## config.mk

```make
export PLATFORM = sky130hd
export DESIGN_NAME = regfile_ctrl
export DESIGN_NICKNAME = d
export VERILOG_FILES = /design/src/rtl/regfile_ctrl.sv
export SDC_FILE = /design/constraint.sdc
export NUM_CORES = 1
export LEC_CHECK = 0
export ABC_AREA = 1
export BUFFER_PORTS_ARGS = -buffer_cell sky130_fd_sc_hd__buf_2
export CAP_MARGIN = 20
export CORE_MARGIN = 3
export CORE_UTILIZATION = 40
export CTS_BUF_LIST = sky130_fd_sc_hd__clkbuf_4 sky130_fd_sc_hd__clkbuf_8
export DETAILED_ROUTE_END_ITERATION = 8
export GPL_ROUTABILITY_DRIVEN = 0
export PLACE_DENSITY = 0.71
export SLEW_MARGIN = 20
export SYNTH_ARGS = -nofsm -noshare
export SYNTH_HDL_FRONTEND = slang
export SYNTH_SLANG_ARGS = --single-unit
```

## constraint.sdc

```tcl
create_clock -name clk -period 1.05 [get_ports clk]
set_input_delay 0.0525 -clock clk [delete_from_list [all_inputs] [get_ports clk]]
set_output_delay 0.0525 -clock clk [all_outputs]
set_load 0.01 [all_outputs]
```

## src/rtl/regfile_ctrl.sv

```systemverilog
// rtl/regfile_ctrl.sv - command sequencer driving the 8x4 register file write/read port
`timescale 1ns/1ps

module regfile_ctrl #(
    parameter int WIDTH  = 4,
    parameter int ADDR_W = 3
) (
    input  logic              clk,
    input  logic              reset,
    input  logic              start,
    input  logic [1:0]        op,
    input  logic [ADDR_W-1:0] a_addr,
    input  logic [ADDR_W-1:0] b_addr,
    input  logic [WIDTH-1:0]  wdata,
    input  logic [WIDTH-1:0]  rf_q,
    output logic [ADDR_W-1:0] rf_addr,
    output logic [WIDTH-1:0]  rf_din,
    output logic              rf_load,
    output logic [WIDTH-1:0]  rd_data,
    output logic              busy,
    output logic              done
);

    localparam logic [1:0] OP_WRITE = 2'b00;
    localparam logic [1:0] OP_READ  = 2'b01;
    localparam logic [1:0] OP_FILL  = 2'b10;
    localparam logic [1:0] OP_COPY  = 2'b11;

    typedef enum logic [2:0] {
        S_IDLE,
        S_WR,
        S_RD,
        S_FILL,
        S_CP_RD,
        S_CP_WR,
        S_DONE
    } state_t;

    state_t            state;
    state_t            state_nxt;
    logic [ADDR_W-1:0] a_q;
    logic [ADDR_W-1:0] b_q;
    logic [WIDTH-1:0]  w_q;
    logic [WIDTH-1:0]  tmp;
    logic [WIDTH-1:0]  rd_q;
    logic [ADDR_W-1:0] fill_cnt;
    logic              fill_last;

    assign fill_last = (fill_cnt == '1);

    always_ff @(posedge clk) begin
        if (reset) begin
            state    <= S_IDLE;
            a_q      <= '0;
            b_q      <= '0;
            w_q      <= '0;
            tmp      <= '0;
            rd_q     <= '0;
            fill_cnt <= '0;
        end else begin
            state <= state_nxt;
            // Command fields are captured once so host inputs may change while busy.
            if (state == S_IDLE && start) begin
                a_q      <= a_addr;
                b_q      <= b_addr;
                w_q      <= wdata;
                fill_cnt <= '0;
            end
            if (state == S_FILL && !fill_last) begin
                fill_cnt <= fill_cnt + 1'b1;
            end
            if (state == S_RD) begin
                rd_q <= rf_q;
            end
            if (state == S_CP_RD) begin
                tmp <= rf_q;
            end
        end
    end

    always_comb begin
        state_nxt = state;
        case (state)
            S_IDLE: begin
                if (start) begin
                    case (op)
                        OP_WRITE: state_nxt = S_WR;
                        OP_READ:  state_nxt = S_RD;
                        OP_FILL:  state_nxt = S_FILL;
                        OP_COPY:  state_nxt = S_CP_RD;
                        default:  state_nxt = S_IDLE;
                    endcase
                end
            end
            S_WR:    state_nxt = S_DONE;
            S_RD:    state_nxt = S_DONE;
            S_FILL:  state_nxt = fill_last ? S_DONE : S_FILL;
            S_CP_RD: state_nxt = S_CP_WR;
            S_CP_WR: state_nxt = S_DONE;
            S_DONE:  state_nxt = S_IDLE;
            default: state_nxt = S_IDLE;
        endcase
    end

    // Port outputs depend only on registered state, never on host inputs.
    always_comb begin
        rf_addr = '0;
        rf_din  = '0;
        rf_load = 1'b0;
        case (state)
            S_WR: begin
                rf_addr = a_q;
                rf_din  = w_q;
                rf_load = 1'b1;
            end
            S_RD: begin
                rf_addr = a_q;
            end
            S_FILL: begin
                rf_addr = fill_cnt;
                rf_din  = w_q;
                rf_load = 1'b1;
            end
            S_CP_RD: begin
                rf_addr = b_q;
            end
            S_CP_WR: begin
                rf_addr = a_q;
                rf_din  = tmp;
                rf_load = 1'b1;
            end
            default: begin
                rf_addr = '0;
            end
        endcase
    end

    assign rd_data = rd_q;
    assign busy    = (state != S_IDLE);
    assign done    = (state == S_DONE);

endmodule

```

==> results of run 1 <==
cells in the final DEF (no fill, tap or decap), drive strengths merged, types with 3 or more instances in the layout:
| cell | instances |
|---|---|
| a21oi | 12 |
| inv | 19 |
| nand2 | 36 |
| nor2 | 30 |
| dfxtp | 24 |
| buf | 60 |
| dlygate4sd3 | 14 |
| clkbuf | 3 |
| o211ai | 3 |
| o21ai | 15 |
| nand4 | 4 |
| ha | 5 |
| nand3 | 15 |
path summary, 6_finish.rpt:
check / endpoint / from
setup / recovery: rf_addr[1] / state[1]
hold / removal: a_q[2] / reset
hold reg to reg: rd_data[1] / rd_data[1]
setup reg to reg: w_q[2] / state[0]
through the flow:
| step | setup TNS, ps | hold WS, ps | total power (W) | cell area (um2) |
|---|---|---|---|---|
| 2_1_floorplan | -1210 | 122 | 0.00200 | 1190 |
| 3_3_place_gp | -1940 | 276 | 0.00245 | 1490 |
| 3_5_place_dp | -2540 | 280 | 0.00246 | 1490 |
| 4_1_cts | -5840 | 21.5 | 0.00376 | 1940 |
| 5_1_grt | -8130 | 9.76 | 0.00431 | 2050 |
| 6_report | -6540 | 19.8 | 0.00406 | 2050 |
logic make-up after synthesis:
group           synth area share (%)
compound gates                  13.3
flops                           40.6
simple gates                    31.3
buf+inv                         9.51
fa+ha+maj                       5.29
critical path, stage by stage (launching register included):
cell	delay, ps
dfxtp_4	440
nand2_1	120
nor2_4	140
nand2_1	70
o211ai_1	110
buf_2	170
power by group:
group,switching (W),internal [W],total [W]
Sequential,0.000150,0.00112,0.00127
Clock,0.000308,0.000387,0.000695
Combinational,0.00107,0.00103,0.00210
Total,0.00152,0.00253,0.00406
repair_timing:
| action | CTS | global route |
|---|---|---|
| buffers inserted | 9 | 6 |
| resized for setup | 48 | 27 |
| setup endpoints to repair | 34 | 34 |
| pin swaps | 15 | 14 |
| hold buffers | 14 | 0 |
| cloned | 3 | 0 |
| hold endpoints to repair | 14 | 0 |
area by class of cell:
class / count / area (um2) / share of cell area [%]
Tap cell: 31 / 38.8 / 1.90
Clock buffer: 3 / 22.5 / 1.10
Multi-Input combinational cell: 121 / 793 / 38.8
Timing Repair Buffer: 74 / 593 / 29.0
Inverter: 19 / 76.3 / 3.73
Sequential cell: 24 / 492 / 24.0
Clock inverter: 1 / 30.0 / 1.47
sequential cells by signal (all words and copies together) (netlist names):
signal	flops
a_q	3
fill_cnt	3
tmp	4
rd_data	4
w_q	4
b_q	3
state	3
layer usage:
layer	part of all wire (%)	track usage, %
met1	43	24.9
met2	51	37.0
met3	4.3	2.77
met4	1.7	9.49
met5	0	0
==> results.md, run 1 <==
* Outcome: finished, violations left
* Failing checks: negative setup slack
* Die width at roughly 60 um
* Ys Warns at 0
* Core ar. at ~0.0028 mm2
* Crit Path Max Fanout at 7
* Crit path launch type: flip-flop
* Reg2Reg Depth at 9
* DRC violations left at 0
* F_max at ~0.70 GHz
* Synth cell types at 20
* Total Die Area at approximately 0.0036 mm2
* CTS buffer count at 3
* Worst Path Arrival at ~1400 ps
* Post-synthesis async set-or-reset flop share at 0%
* Synth Instances at approximately 170
* Drt pass-1 iters at 4
* Clock Latency Late Sink at around 340 ps
* RSZ-0062 raised after global routing: true
* Vias in the first global route at ~1300
* Syn-to-layout area delta at 72.8%
* Total Routed Length at around 3.6 mm
* Post-synth EDFFs at 0
* HP Class: input port to flip-flop
* Clock root buffer: clkbuf_4
* PnR worst setup slack at -370 ps
* Final Hold Viols at 0
* Final #Nets at between 200 and 300
* Number of cells after detailed placement at approximately 240
* Worst slew margin at between 70% and 80%
* Post-synth top flop: dfxtp_1
* Layout filler cell count at 206
* Most area-hungry cell type in the Yosys netlist: dfxtp_1
* Mean Syn Cell Area at roughly 7 um2
* Via-to-Cell Ratio at ~5.1
* Pin count of the biggest net entering global routing at 15
* Wirelength per Cell at approximately 13 um
* Clock Skew at approximately 8.3 ps
* Post-route antenna net violation count at 0
* Synth cell count leaders: nand2_1, nor2_1, dfxtp_1
* # rows at 19
* DP HPWL at roughly 2.1 mm
* Hold depth at 3
* CTS tree: yes
* Leak at around 0.93 nW
* Max Slew Vio Count at 0
* # setup viols final at 26
* IO buf count at 32
* Post-synth net total at 190
* Initial antenna violation count at 0
* First-pass GRT wire length at 5.69 mm
* Crit path kind: flip-flop to output port
* PD cells at 1980 mW/mm2
* CP endpoint kind: output port
* Vias at 1394
* Height of the die at around 60 um
* CTS sink cnt at 24
* Final min period at 1420 ps
* Reg clk slew, reported paths at roughly 140 ps
* Post-Syn Area at 0.00118 mm2
* Longest Clk Path Bufs at 2
* Congestion Overflow GR at 0
* Ports at 33
* Most frequent cell after synthesis: nand2_1
* H-tree Lvls at 1
* Max Cap Violations at 0
* Peak VDD IR at 0.00153 V
* Sequential fraction of the synthesis area at roughly two fifths
* Share of cells above drive strength 1 at between 40% and 50%
* Req. time, crit path at 1000 ps
* Drt initial violations at 30
* Synth top area share at between 40% and 50%
* Fin util at about three quarters
* FF-to-FF setup slack at -250 ps
* Ant diodes at 0
* Period utilization at 135%
* Largest cells by area after synthesis: dfxtp_1, nand2_1, nor2_1, o21ai_0, inv_1
* Flop and latch count out of synthesis at 24
* Worst Max-Slew Pin Slew at just under 400 ps
* Worst slack at placement at -172 ps
* Fin cells at 273
* Initial core utilization at between 40% and 50%
* Total global-route track usage at between 20% and 30%
(Power assumes the default switching activity.)
==> run 2, diff against run 1 <==
==> constraint.sdc (replaced) <==
create_clock -name clk -period 1.14 [get_ports clk]
set_input_delay 0.057 -clock clk [delete_from_list [all_inputs] [get_ports clk]]
set_output_delay 0.057 -clock clk [all_outputs]
set_load 0.01 [all_outputs]
==> run 2 against run 1 <==
Net effect: the run still ends with negative setup slack left; sequential power is 7% lower; sequential share of layout area rose by 3.6 points; highest routed layer unchanged; flip-flop and latch count stayed put; utilization fell by 9.6 points; clock-buffer cell count is the same; non-clock buffer count down 14; wire length shrank 19%.
==> results.md, run 2 (synthesis gave the netlist of run 1 again) <==
* Longest Clk Path Bufs at 2 (unchanged)
* Period utilization at 121%
* Ant diodes at 0 (unchanged)
* Drt pass-1 iters at 4 (unchanged)
* Pin count of the biggest net entering global routing at 20 (+5)
* RSZ-0062 raised after global routing: true
* Layout filler cell count at 248 (+20%)
* Wirelength per Cell at 11.5 um (-14%)
* Clock share of power at 12.2% (-4.9 points)
* Die width at 60.4 um (unchanged)
* Crit path launch type: flip-flop
* Worst Max-Slew Pin Slew at 324 ps (-73.8 ps)
* DRC violations left at 0 (unchanged)
* Seq pwr share at 38.4% (+7.2 points)
* Fin area at 0.00178 mm2 (-13%)
* Commonest non-fill, non-tap cell in the layout: nand2_1
* Crit path kind: flip-flop to output port
* Reg clk slew, reported paths at 130 ps (about the same)
* # rows at 19 (unchanged)
* Outcome: finished, violations left
* Post-route antenna net violation count at 0 (unchanged)
* Clock Skew at 1.19 ps (-7.10 ps)
* CTS tree: yes
* Height of the die at 60.4 um (unchanged)
* PD cells at 1720 mW/mm2 (-13%)
* Clock root buffer: clkbuf_4
* Congestion Overflow GR at 0 (unchanged)
* Crit path cell chain: nor2_4 > buf_4 > buf_6 > buf_6 > nand2_2 > buf_6
* Net switching power at 0.00118 W (-23%)
* Ports at 33 (unchanged)
* Via-to-Cell Ratio at 4.89 (-4.2%)
* IO buf count at 32 (unchanged)
* # setup viols final at 26 (unchanged)
* HP Class: input port to flip-flop
* Total Routed Length at 2.95 mm (-19%)
* Peak VDD IR at 0.00120 V (-22%)
* Max incr delay on CP at 400 ps (-40 ps)
* Final #Nets at 251 (-6.0%)
* Crit Path Max Fanout at 5 (-2)
* Worst slew margin at 78.4% (+4.9 points)
* CP endpoint kind: output port
* Final Hold Viols at 0 (unchanged)
* CTS buffer count at 3 (unchanged)
* Pwr Total at 0.00306 W (-25%)
* First-pass GRT wire length at 4.49 mm (-21%)
* H-tree Lvls at 1 (unchanged)
* Final min period at approximately 1400 ps
* Vias at 1252 (-10%)
* Vias in the first global route at 1055 (-19%)
* CTS sink cnt at 24 (unchanged)
* F_max at 0.724 GHz
* DP HPWL at 2.02 mm (-4.9%)
* Max Slew Vio Count at 0 (unchanged)
* Highest-count cells in the layout ignoring fill and taps: nand2_1, buf_2, nor2_1
* Req. time, crit path at 1080 ps (+80 ps)
* Worst Path Arrival at 1320 ps (-50 ps)
* Switching part of the total power at 38.5% (+0.89 points)
* Worst slack at placement at -87.6 ps (+84.1 ps)
* Slowest CP cell: dfxtp_4
* Total Die Area at 0.00365 mm2 (unchanged)
* Leak at 0.840 nW (-10%)
* Internal power at 0.00188 W (-26%)
* Total global-route track usage at 16.2% (-4.7 points)
* PnR worst setup slack at -242 ps (+128 ps)
* Placed cell area at 0.00145 mm2 (-2.2%)
* Failing checks: negative setup slack
* Drt initial violations at 37 (+23%)
* Combinational Power Share at 49.4% (-2.3 points)
* Max Cap Violations at 0 (unchanged)
* Most Frequent Cell on Critical Path: buf_6
* Share of cells above drive strength 1 at 38.7% (-8.4 points)
* Syn-to-layout area delta at 50.2%
* Initial antenna violation count at 0 (unchanged)
* Clock Latency Late Sink at 310 ps (-30 ps)
* Core ar. at 0.00278 mm2 (unchanged)
* Initial core utilization at 42.6% (unchanged)
* Setup TNS at -3900 ps (+2640 ps)
[run 2: timing repair]
item	CTS	global route
setup endpoints to repair	18	30
pin swaps	4	9
gates resized for setup	31	23
buffers inserted	3	2
hold buffers	7	1
endpoints found under the hold margin	12	1
gates cloned	0	1
[run 2: final cells by class]
type                       count  area, um2  share of cell area (%)
multi-input combinational    119        698                    39.3
sequential                    24        492                    27.7
timing repair buffer          60        448                    25.2
inverter                      19       78.8                    4.43
tap                           31       38.8                    2.18
clock buffer                   3       22.5                    1.27
[run 2: power groups by stage]
stage,clock network (W),logic [W],registers [W]
final,0.000373,0.00151,0.00118
after detailed placement,0,0.00108,0.00114
after global routing,0.000417,0.00166,0.00120
after CTS,0.000381,0.00134,0.00116
after floorplan,0,0.000716,0.00112
after global placement,0,0.00107,0.00114
[run 2: worst paths after layout]
check	from	to	slack [ps]	cells after the start
min	a_addr[2]	a_q[2]	2	3
min reg2reg	rd_data[1]	rd_data[1]	450	2
max reg2reg	state[0]	w_q[3]	-170	8
max	state[0]	busy	-240	6
[run 2: worst max-delay path: cells and delay by family (launching register included)]
kind	cells	cell delay, ps
buf+inv	4	420
flops	1	400
simple gates	2	190
[run 2: per-stage QoR]
step	std cells	hold WS [ps]	utilization (%)
after CTS	252	0.770	59.9
after detailed placement	239	284	52.3
after global routing	256	4.09	63.9
after global placement	239	282	52.3
after floorplan	166	126	-
final	256	1.84	63.9
[run 2: per-layer routing]
layer  share of wire [%]  track usage, %
met1                  43            20.7
met2                  49            26.9
met3                 6.4            4.89
met4                0.98            3.80
met5                   0               0
